### src/rtl/mem_arbiter_pkg.sv
// Shared definitions for the two-port memory arbiter: FSM state encoding,
// requester port ids and the Memory write-enable codes.
// Pure declarations; no logic, no latency, no flow control.

package mem_arb_pkg;

    // Transaction sequencer states. Every access walks IDLE -> ACCESS -> DONE.
    typedef enum logic [1:0] {
        ST_IDLE   = 2'd0,
        ST_ACCESS = 2'd1,
        ST_DONE   = 2'd2
    } state_t;

    // Requester ids as seen by the picker and the grant history.
    localparam logic PORT_FETCH = 1'b0;
    localparam logic PORT_LSU   = 1'b1;

    // Memory takes a full 16-bit write-enable word; only these two values are legal.
    localparam logic [15:0] MEM_WE_ON  = 16'h0001;
    localparam logic [15:0] MEM_WE_OFF = 16'h0000;

    // Map a requester write flag onto the Memory write-enable word.
    function automatic logic [15:0] mem_we_code(input logic we);
        return we ? MEM_WE_ON : MEM_WE_OFF;
    endfunction

endpackage

### src/rtl/mem_arbiter_if.sv
// Bundle of the two requester handshakes plus the Memory-side bus.
// Latency: n/a (wires only).
// Backpressure: req is held until the matching one-cycle ack pulse.
//
// Ports (per requester n = 0,1):
//   reqn/wen/addrn/wdatan : requester -> arbiter, stable while reqn is high
//   ackn/rdatan           : arbiter -> requester, ack is a one-cycle pulse
// Memory side:
//   mem_w/mem_a/mem_d     : arbiter -> Memory (registered)
//   mem_out               : Memory -> arbiter, combinational from mem_a
//   busy                  : arbiter status, high whenever not idle

interface mem_arbiter_if #(
    parameter int DATA_W = 16,
    parameter int ADDR_W = 16
);

    logic              req0;
    logic              we0;
    logic [ADDR_W-1:0] addr0;
    logic [DATA_W-1:0] wdata0;
    logic              ack0;
    logic [DATA_W-1:0] rdata0;

    logic              req1;
    logic              we1;
    logic [ADDR_W-1:0] addr1;
    logic [DATA_W-1:0] wdata1;
    logic              ack1;
    logic [DATA_W-1:0] rdata1;

    logic [15:0]       mem_w;
    logic [ADDR_W-1:0] mem_a;
    logic [DATA_W-1:0] mem_d;
    logic [DATA_W-1:0] mem_out;

    logic              busy;

    // Arbiter side.
    modport slave (
        input  req0, we0, addr0, wdata0,
        input  req1, we1, addr1, wdata1,
        input  mem_out,
        output ack0, rdata0,
        output ack1, rdata1,
        output mem_w, mem_a, mem_d,
        output busy
    );

    // Requester / Memory-model side.
    modport master (
        output req0, we0, addr0, wdata0,
        output req1, we1, addr1, wdata1,
        output mem_out,
        input  ack0, rdata0,
        input  ack1, rdata1,
        input  mem_w, mem_a, mem_d,
        input  busy
    );

endinterface

### src/rtl/mem_arbiter_rr_pick2.sv
// Two-way round-robin picker: chooses which pending request starts next.
// Latency: purely combinational, zero cycles.
// Backpressure: none; the caller only consumes the pick when it is idle.
//
// Ports:
//   i_req0, i_req1 : pending requests
//   i_last_grant   : port id of the most recently completed transaction
//   o_valid        : at least one request pending
//   o_winner       : chosen port id (meaningful only when o_valid)

module rr_pick2
    import mem_arb_pkg::*;
(
    input  logic i_req0,
    input  logic i_req1,
    input  logic i_last_grant,
    output logic o_valid,
    output logic o_winner
);

    always_comb begin
        o_valid  = i_req0 | i_req1;
        o_winner = PORT_FETCH;
        if (i_req0 && i_req1) begin
            // Contention: the port that was not served last goes next.
            o_winner = ~i_last_grant;
        end else if (i_req1) begin
            o_winner = PORT_LSU;
        end
    end

endmodule

### src/rtl/mem_arbiter.sv
// Arbiter/sequencer giving instruction fetch (port 0) and load/store (port 1)
// turns on the single-port Memory, one IDLE->ACCESS->DONE sequence per access.
// Latency: ack pulses ACCESS_CYCLES+1 edges after req is first seen while idle.
// Backpressure: a requester holds req until its ack; the loser keeps waiting.
//
// Ports:
//   clk, rst_n : clock and asynchronous active-low reset
//   bus        : requester handshakes and the Memory bus (mem_arbiter_if.slave)
// ACCESS_CYCLES must be at least 1.

module mem_arbiter
    import mem_arb_pkg::*;
#(
    parameter int DATA_W        = 16,
    parameter int ADDR_W        = 16,
    parameter int ACCESS_CYCLES = 1
) (
    input  logic         clk,
    input  logic         rst_n,
    mem_arbiter_if.slave bus
);

    // Counter only needs to reach ACCESS_CYCLES-1; keep at least one bit.
    localparam int              CNT_W    = (ACCESS_CYCLES > 1) ? $clog2(ACCESS_CYCLES) : 1;
    localparam logic [CNT_W-1:0] CNT_LAST = CNT_W'(ACCESS_CYCLES - 1);

    state_t             r_state;
    logic [CNT_W-1:0]   r_cnt;
    logic               r_last_grant;
    logic               r_winner;
    logic               r_we;

    // Registered outputs. r_mem_a / r_mem_d double as the latched copy of
    // the winning request, so requester inputs are ignored once ACCESS starts.
    logic [15:0]        r_mem_w;
    logic [ADDR_W-1:0]  r_mem_a;
    logic [DATA_W-1:0]  r_mem_d;
    logic               r_ack0;
    logic               r_ack1;
    logic [DATA_W-1:0]  r_rdata0;
    logic [DATA_W-1:0]  r_rdata1;
    logic               r_busy;

    logic               w_valid;
    logic               w_winner;
    logic               w_sel_we;
    logic [ADDR_W-1:0]  w_sel_addr;
    logic [DATA_W-1:0]  w_sel_wdata;

    rr_pick2 u_pick (
        .i_req0       (bus.req0),
        .i_req1       (bus.req1),
        .i_last_grant (r_last_grant),
        .o_valid      (w_valid),
        .o_winner     (w_winner)
    );

    // Request fields of whichever port the picker chose.
    assign w_sel_we    = (w_winner == PORT_LSU) ? bus.we1    : bus.we0;
    assign w_sel_addr  = (w_winner == PORT_LSU) ? bus.addr1  : bus.addr0;
    assign w_sel_wdata = (w_winner == PORT_LSU) ? bus.wdata1 : bus.wdata0;

    always_ff @(posedge clk or negedge rst_n) begin
        if (!rst_n) begin
            r_state      <= ST_IDLE;
            r_cnt        <= '0;
            // Pretend port 1 was served last so port 0 wins the first tie.
            r_last_grant <= PORT_LSU;
            r_winner     <= PORT_FETCH;
            r_we         <= 1'b0;
            r_mem_w      <= MEM_WE_OFF;
            r_mem_a      <= '0;
            r_mem_d      <= '0;
            r_ack0       <= 1'b0;
            r_ack1       <= 1'b0;
            r_rdata0     <= '0;
            r_rdata1     <= '0;
            r_busy       <= 1'b0;
        end else begin
            case (r_state)
                ST_IDLE: begin
                    r_mem_w <= MEM_WE_OFF;
                    r_ack0  <= 1'b0;
                    r_ack1  <= 1'b0;
                    if (w_valid) begin
                        r_winner <= w_winner;
                        r_we     <= w_sel_we;
                        r_cnt    <= '0;
                        // Memory inputs are loaded here so they are valid for
                        // the whole first ACCESS cycle.
                        r_mem_a  <= w_sel_addr;
                        r_mem_d  <= w_sel_wdata;
                        r_mem_w  <= mem_we_code(w_sel_we);
                        r_busy   <= 1'b1;
                        r_state  <= ST_ACCESS;
                    end
                end

                ST_ACCESS: begin
                    r_cnt <= r_cnt + CNT_W'(1);
                    if (r_cnt == CNT_LAST) begin
                        // mem_out is combinational from mem_a, which has been
                        // stable for the whole access, so it is settled here.
                        if (!r_we) begin
                            if (r_winner == PORT_LSU) begin
                                r_rdata1 <= bus.mem_out;
                            end else begin
                                r_rdata0 <= bus.mem_out;
                            end
                        end
                        r_mem_w      <= MEM_WE_OFF;
                        r_last_grant <= r_winner;
                        r_ack0       <= (r_winner == PORT_FETCH);
                        r_ack1       <= (r_winner == PORT_LSU);
                        r_state      <= ST_DONE;
                    end
                end

                ST_DONE: begin
                    // mem_a / mem_d intentionally keep their last values.
                    r_ack0  <= 1'b0;
                    r_ack1  <= 1'b0;
                    r_busy  <= 1'b0;
                    r_state <= ST_IDLE;
                end

                default: begin
                    r_mem_w <= MEM_WE_OFF;
                    r_ack0  <= 1'b0;
                    r_ack1  <= 1'b0;
                    r_busy  <= 1'b0;
                    r_state <= ST_IDLE;
                end
            endcase
        end
    end

    assign bus.mem_w  = r_mem_w;
    assign bus.mem_a  = r_mem_a;
    assign bus.mem_d  = r_mem_d;
    assign bus.ack0   = r_ack0;
    assign bus.ack1   = r_ack1;
    assign bus.rdata0 = r_rdata0;
    assign bus.rdata1 = r_rdata1;
    assign bus.busy   = r_busy;

endmodule

### src/flat_wrapper.sv
// flat-port wrapper written by rule: the top's interface ports become plain ports
module mem_arbiter_flat import mem_arb_pkg::*;
#(
    parameter int DATA_W        = 16,
    parameter int ADDR_W        = 16,
    parameter int ACCESS_CYCLES = 1
)
  (clk, rst_n, bus_req0, bus_we0, bus_addr0, bus_wdata0, bus_req1, bus_we1, bus_addr1, bus_wdata1, bus_mem_out, bus_ack0, bus_rdata0, bus_ack1, bus_rdata1, bus_mem_w, bus_mem_a, bus_mem_d, bus_busy);
  mem_arbiter_if #(.DATA_W(DATA_W), .ADDR_W(ADDR_W)) bus_i ();
  input  logic clk;
  input  logic rst_n;
  input wire logic [$bits(bus_i.req0)-1:0] bus_req0;
  input wire logic [$bits(bus_i.we0)-1:0] bus_we0;
  input wire logic [$bits(bus_i.addr0)-1:0] bus_addr0;
  input wire logic [$bits(bus_i.wdata0)-1:0] bus_wdata0;
  input wire logic [$bits(bus_i.req1)-1:0] bus_req1;
  input wire logic [$bits(bus_i.we1)-1:0] bus_we1;
  input wire logic [$bits(bus_i.addr1)-1:0] bus_addr1;
  input wire logic [$bits(bus_i.wdata1)-1:0] bus_wdata1;
  input wire logic [$bits(bus_i.mem_out)-1:0] bus_mem_out;
  output wire logic [$bits(bus_i.ack0)-1:0] bus_ack0;
  output wire logic [$bits(bus_i.rdata0)-1:0] bus_rdata0;
  output wire logic [$bits(bus_i.ack1)-1:0] bus_ack1;
  output wire logic [$bits(bus_i.rdata1)-1:0] bus_rdata1;
  output wire logic [$bits(bus_i.mem_w)-1:0] bus_mem_w;
  output wire logic [$bits(bus_i.mem_a)-1:0] bus_mem_a;
  output wire logic [$bits(bus_i.mem_d)-1:0] bus_mem_d;
  output wire logic [$bits(bus_i.busy)-1:0] bus_busy;
  assign bus_i.req0 = bus_req0;
  assign bus_i.we0 = bus_we0;
  assign bus_i.addr0 = bus_addr0;
  assign bus_i.wdata0 = bus_wdata0;
  assign bus_i.req1 = bus_req1;
  assign bus_i.we1 = bus_we1;
  assign bus_i.addr1 = bus_addr1;
  assign bus_i.wdata1 = bus_wdata1;
  assign bus_i.mem_out = bus_mem_out;
  assign bus_ack0 = bus_i.ack0;
  assign bus_rdata0 = bus_i.rdata0;
  assign bus_ack1 = bus_i.ack1;
  assign bus_rdata1 = bus_i.rdata1;
  assign bus_mem_w = bus_i.mem_w;
  assign bus_mem_a = bus_i.mem_a;
  assign bus_mem_d = bus_i.mem_d;
  assign bus_busy = bus_i.busy;
  mem_arbiter #(.DATA_W(DATA_W), .ADDR_W(ADDR_W), .ACCESS_CYCLES(ACCESS_CYCLES)) u_core (.clk(clk), .rst_n(rst_n), .bus(bus_i));
endmodule
### config.mk
export PLATFORM = sky130hd
export DESIGN_NAME = mem_arbiter_flat
export DESIGN_NICKNAME = d
export VERILOG_FILES = /design/src/rtl/mem_arbiter_pkg.sv /design/src/rtl/mem_arbiter_if.sv /design/src/rtl/mem_arbiter_rr_pick2.sv /design/src/rtl/mem_arbiter.sv /design/src/flat_wrapper.sv
export SDC_FILE = /design/constraint.sdc
export NUM_CORES = 1
export LEC_CHECK = 0
export ABC_AREA = 1
export CAP_MARGIN = 30
export CORE_UTILIZATION = 42
export CTS_CLUSTER_DIAMETER = 120
export CTS_CLUSTER_SIZE = 25
export DETAILED_ROUTE_END_ITERATION = 16
export PLACE_DENSITY_LB_ADDON = 0.1
export RECOVER_POWER = 25
export SLEW_MARGIN = 10
export SYNTH_ARGS = -nofsm -noshare
export SYNTH_HDL_FRONTEND = slang
export SYNTH_SLANG_ARGS = --single-unit
export TNS_END_PERCENT = 20
### constraint.sdc
create_clock -name clk -period 1.6 [get_ports clk]
set_input_delay 0.32 -clock clk [delete_from_list [all_inputs] [get_ports clk]]
set_output_delay 0.32 -clock clk [all_outputs]
set_load 0.03 [all_outputs]
=== Word-level counts from Yosys, hierarchy flattened ===
Cells that the tools add are included.
Widths: inputs -> output; s select.

* Bits of input ports: 86
* Flip-flop bits (word level): 89

* Bitwise logic cells: 7
* Add/sub/neg operators: 1
* Equal/unequal tests: 4
* Reduce and logical (&&, ||, !) cells: 11
* Mux-type cells: 20

{| class="wikitable"
|+ Operators with widths
! operator !! number
|-
| $mux 16 || 4
|-
| $pmux 16 s3 || 1
|-
| $reduce_and 2->1 || 6
|-
| $mux 1 || 10
|-
| $reduce_and 4->1 || 2
|-
| $not 1->1 || 6
|-
| $mux 2 || 2
|-
| $ne 2x2->1 const B || 2
|-
| $pmux 1 s2 || 2
|-
| $pmux 2 s2 || 1
|-
| $eq 2x1->1 const B || 1
|-
| $eq 2x2->1 const B || 1
|-
| $logic_not 2->1 || 1
|-
| $reduce_bool 2->1 || 1
|-
| $add 1x1->1 const B || 1
|-
| $logic_and 1x1->1 || 1
|-
| $or 1x1->1 || 1
|}

=== Longest topological paths before layout ===
Gate-level depths: netlist (run 1).

* Depth after elaboration: 6
* Gate-level depth with buffers: 7
* Mapped depth without buffers: 7

=== By module ===
From an unflattened synthesis (run 1), not the netlist that was laid out.

* Cell total of the unflattened synthesis: 446
* Area total of the unflattened synthesis: 3,512.1 µm²

{| class="wikitable"
|+ By module, submodules not included
! module !! cells an instance !! instances !! seq. area each (µm²) !! area an instance (µm²)
|-
| mem_arbiter || 443 || 1 || 1,853.0 || 3,497.1
|-
| rr_pick2 || 3 || 1 || 0.0 || 15.0
|}

=== Worst setup path after synthesis (run 1) ===
No wires, ideal clock.

* Path kind: register to register
* From: register u_core.r_cnt
* To: register u_core.r_rdata0[10], in the netlist u_core.bus.rdata0[10]
* Data arrival time: 1.050 ns
* Buffers on the path: 2
* Cell stages (with the launch flop): 7
* Library setup time: 0.118 ns
* Setup slack: 0.433 ns
* Cells stage by stage: dfrtp_1 -> buf_4 -> nor2_4 -> nand3_4 -> buf_2 -> nand2_1 -> nand2_1

* Longest elaborated chain between the ends: 2

{| class="wikitable"
|+ Ends and longest elaborated chain
! what !! RTL line !! text
|-
| start: declaration || mem_arbiter.sv:28 || <nowiki>logic [CNT_W-1:0] r_cnt;</nowiki>
|-
| start signal: assignment || mem_arbiter.sv:100 || <nowiki>r_cnt <= r_cnt + CNT_W'(1);</nowiki>
|-
| $not 1->1 (no line) || - ||
|-
| $reduce_and 4->1 (no line) || - ||
|-
| end signal: assignment || mem_arbiter.sv:108 || <nowiki>r_rdata0 <= bus.mem_out;</nowiki>
|-
| end: declaration || mem_arbiter.sv:40 || <nowiki>logic [DATA_W-1:0] r_rdata0;</nowiki>
|}

No other way between the ends.
A chain may end at the register's enable or synchronous reset.

=== Final worst setup path (run 1) ===
* From: register u_core.r_mem_d[7], in the netlist u_core.bus.mem_d[7]
* To: output bus_mem_d[7]

{| class="wikitable"
|+ RTL lines
! what !! RTL line !! text
|-
| start: declaration || mem_arbiter.sv:37 || <nowiki>logic [DATA_W-1:0] r_mem_d;</nowiki>
|-
| start signal: assignment || mem_arbiter.sv:92 || <nowiki>r_mem_d <= w_sel_wdata;</nowiki>
|-
| end: declaration || flat_wrapper.sv:27 || <nowiki>output wire logic [$bits(bus_i.mem_d)-1:0] bus_mem_d;</nowiki>
|}

No word-level cell between the ends.

==> metrics.txt, run 1 <==
status completed; maximum vdd drop 0.000813 V; GR Layer Usage met2 38.6%; cell taking the most area after synthesis dfrtp_1; biggest cell delay along the critical path 430 ps; via count 3477; commonest cells after routing, fill and taps aside 179 x nand2_1, 84 x clkdlybuf4s50_1, 73 x dfrtp_1, 69 x inv_1, 69 x nand3_1; GR Layer Usage met3 5.06%; CP required 1280 ps; RSZ-0062 raised after global routing false; Max Fclk 691 MHz; DRC viols 0; DR iter-0 viols 188; Yosys top cell area share 48.9%; hpwl dp 7200 um; FILL cells 818; CP Launch Type flop; layout cell share with drive strength beyond 1 7.15%; vias in the first global route 3246; P&R area growth vs syn 48.0%; YS warnings 0; Lkg Pwr 3.05 nW; grt met1 use 25.4%; Max Slew Vio Count 0; # Max-Cap Violations 0; GRT overflow 0; worst endpoint data arrival time 1130 ps; htree depth 3; fin worst setup slack 153 ps; GPL Wtd Cong 0.799; CP Capture Type output port; initial antenna violation count 0; Crit-path slowest cell dlygate4sd2_1; Sequential cell area 0.00185 mm2; Die ar. 0.00928 mm2; Final TNS setup 0 ps; most common cell after layout, fill and taps aside nand2_1; Synth Register Bits 74; Top delay family on crit path buffers and inverters; worst-path fanout max 2; area of the multi-input gates 0.00139 mm2; first-pass GRT wire length 15300 um; CP cell instances dlygate4sd2_1; Nets 724; Max Clock Skew 13.2 ps; Vias/cell 4.63; Buf+Inv Stages, Crit Path 1; clock-pin slew on the worst setup and hold paths 80 ps; Global Route Usage Sum 21.7%; Port Buffer Count 153; Initial Utilization 43.1%; Post-Place Worst Slack 54.2 ps; largest net degree at the start of global routing 35; number of antenna repair diodes 0; HP Class flop to flop; CTS tree built; Synth Instances 482; # rows 34; CTS max path bufs 2; minimum clock period after layout 1450 ps; Synth cell types 20; power per cell area 1900 mW/mm2; Antenna Nets Post-Route 0; syn_area_per_cell 7.75 um2; Slew headroom 53.5%; largest cells by area after synthesis dfrtp_1 49%, nand2_1 18%, nand3_1 9.2%; CTS root buf clkbuf_8; Mapped Area 0.00374 mm2; io pins 169; sequential area share after synthesis 49.6%; CTS Sinks 74; DIE WIDTH 96.3 um; Pre-antenna DRT Iters 4; fin crit share 90.4%; Worst-Margin Slew 698 ps; Core ar. 0.00868 mm2; final setup fails 0; final hold vios 0; TritonCTS Buffers 9; Vert. Die Dim 96.3 um; Routed WL 9480 um; grt peak-use layer met2; overall power 10.5 mW; drt wl/cell 12.6 um; Setup CP Type flop to output port; Worst-Skew Late Latency 340 ps
-- cell type report --
type	count	area share, %
clock inverters	4	0.928
clock buffers	12	2.62
well taps	108	2.44
multi-input cells	308	25.2
flip-flops and latches	74	33.5
repair buffers	173	30.4
inverters	72	4.89
-- registers in the layout, indices dropped and copies added, names as in the netlist, 2 cells and up --
name and cells:
u_core.r_state 2, u_core.bus.mem_d 16, u_core.bus.rdata1 16, u_core.bus.rdata0 16, u_core.bus.mem_a 16
-- what timing repair did --
item / in CTS / in global routing
endpoints found under the setup margin: 68 / 0
gates resized for setup: 68 / 0
hold endpoints to repair: 21 / 0
hold buffers: 1 / 0
buffers inserted: 0 / 0
-- power breakdown --
part / internal, mW / switching [mW] / total [mW]
logic: 1.89 / 3.79 / 5.68
clock network: 0.765 / 0.683 / 1.45
registers: 2.80 / 0.573 / 3.38
total: 5.46 / 5.05 / 10.5
-- layer usage --
metal | vias to the layer above | routed length, um
li1 | 1780 | -
met1 | 1571 | 3970
met3 | 13 | 623
met5 | - | 0
met2 | 113 | 4740
met4 | 0 | 151
-- synth_stat cells (all sizes together) --
master	number
a21oi	1
buf	38
clkbuf	4
conb	1
dfrtp	73
dfstp	1
inv	72
nand2	181
nand3	71
nand4	32
nor2	5
o21ai	3
-- final timing paths --
| kind | start | to | slack, ps | depth (start not counted) |
|---|---|---|---|---|
| min in group asynchronous | rst_n | u_core.bus.rdata0[6]$_DFFE_PN0P_ | 560 | 2 |
| hold / removal | u_core.bus.rdata1[7]$_DFFE_PN0P_ | u_core.bus.rdata1[7]$_DFFE_PN0P_ | 470 | 2 |
| setup reg to reg | u_core.r_state[1]$_DFFE_PN0P_ | u_core.bus.rdata0[2]$_DFFE_PN0P_ | 290 | 6 |
| max in group asynchronous | rst_n | u_core.bus.mem_a[5]$_DFFE_PN0P_ | 460 | 3 |
| setup / recovery | u_core.bus.mem_d[7]$_DFFE_PN0P_ | bus_mem_d[7] | 150 | 1 |
| hold reg to reg | u_core.bus.rdata1[7]$_DFFE_PN0P_ | u_core.bus.rdata1[7]$_DFFE_PN0P_ | 470 | 2 |
-- stage by stage --
step | cells | util, % | cell area (um2) | hold WS [ps]
6_report | 751 | 63.7 | 5530 | 470
5_1_grt | 751 | 63.7 | 5530 | 490
4_1_cts | 751 | 63.8 | 5530 | 441
3_5_place_dp | 734 | 62.4 | 5410 | 258
3_3_place_gp | 734 | 62.4 | 5410 | 257
2_1_floorplan | 496 | - | 3790 | 24.4
-- logic make-up (layout without fill, tap and decap cells) --
family,Yosys count,in the layout,share of synthesized area (%)
buf+inv,114,261,14.5
other cells,1,15,0.100
flops,74,74,49.6
compound gates,4,4,0.837
simple gates,289,289,35.0
No activity file was read; power rests on OpenSTA's default activity.
==> inputs of run 2 (changes only) <==
--- a/config.mk
+++ b/config.mk
@@ -13,7 +13,7 @@
 export DETAILED_ROUTE_END_ITERATION = 16
 export PLACE_DENSITY_LB_ADDON = 0.1
 export RECOVER_POWER = 25
-export SLEW_MARGIN = 10
+export SLEW_MARGIN = 20
 export SYNTH_ARGS = -nofsm -noshare
 export SYNTH_HDL_FRONTEND = slang
 export SYNTH_SLANG_ARGS = --single-unit
==> results of run 2 <==
Final layout, timing and power as in run 1 (identical DEF).
==> inputs of run 3 (changes only) <==
--- a/config.mk
+++ b/config.mk
@@ -11,8 +11,10 @@
 export CTS_CLUSTER_DIAMETER = 120
 export CTS_CLUSTER_SIZE = 25
 export DETAILED_ROUTE_END_ITERATION = 16
+export HOLD_SLACK_MARGIN = 0.08
 export PLACE_DENSITY_LB_ADDON = 0.1
 export RECOVER_POWER = 25
+export SETUP_SLACK_MARGIN = 0.05
 export SLEW_MARGIN = 20
 export SYNTH_ARGS = -nofsm -noshare
 export SYNTH_HDL_FRONTEND = slang
==> results of run 3 <==
Final layout, timing and power as in run 1 (identical DEF).
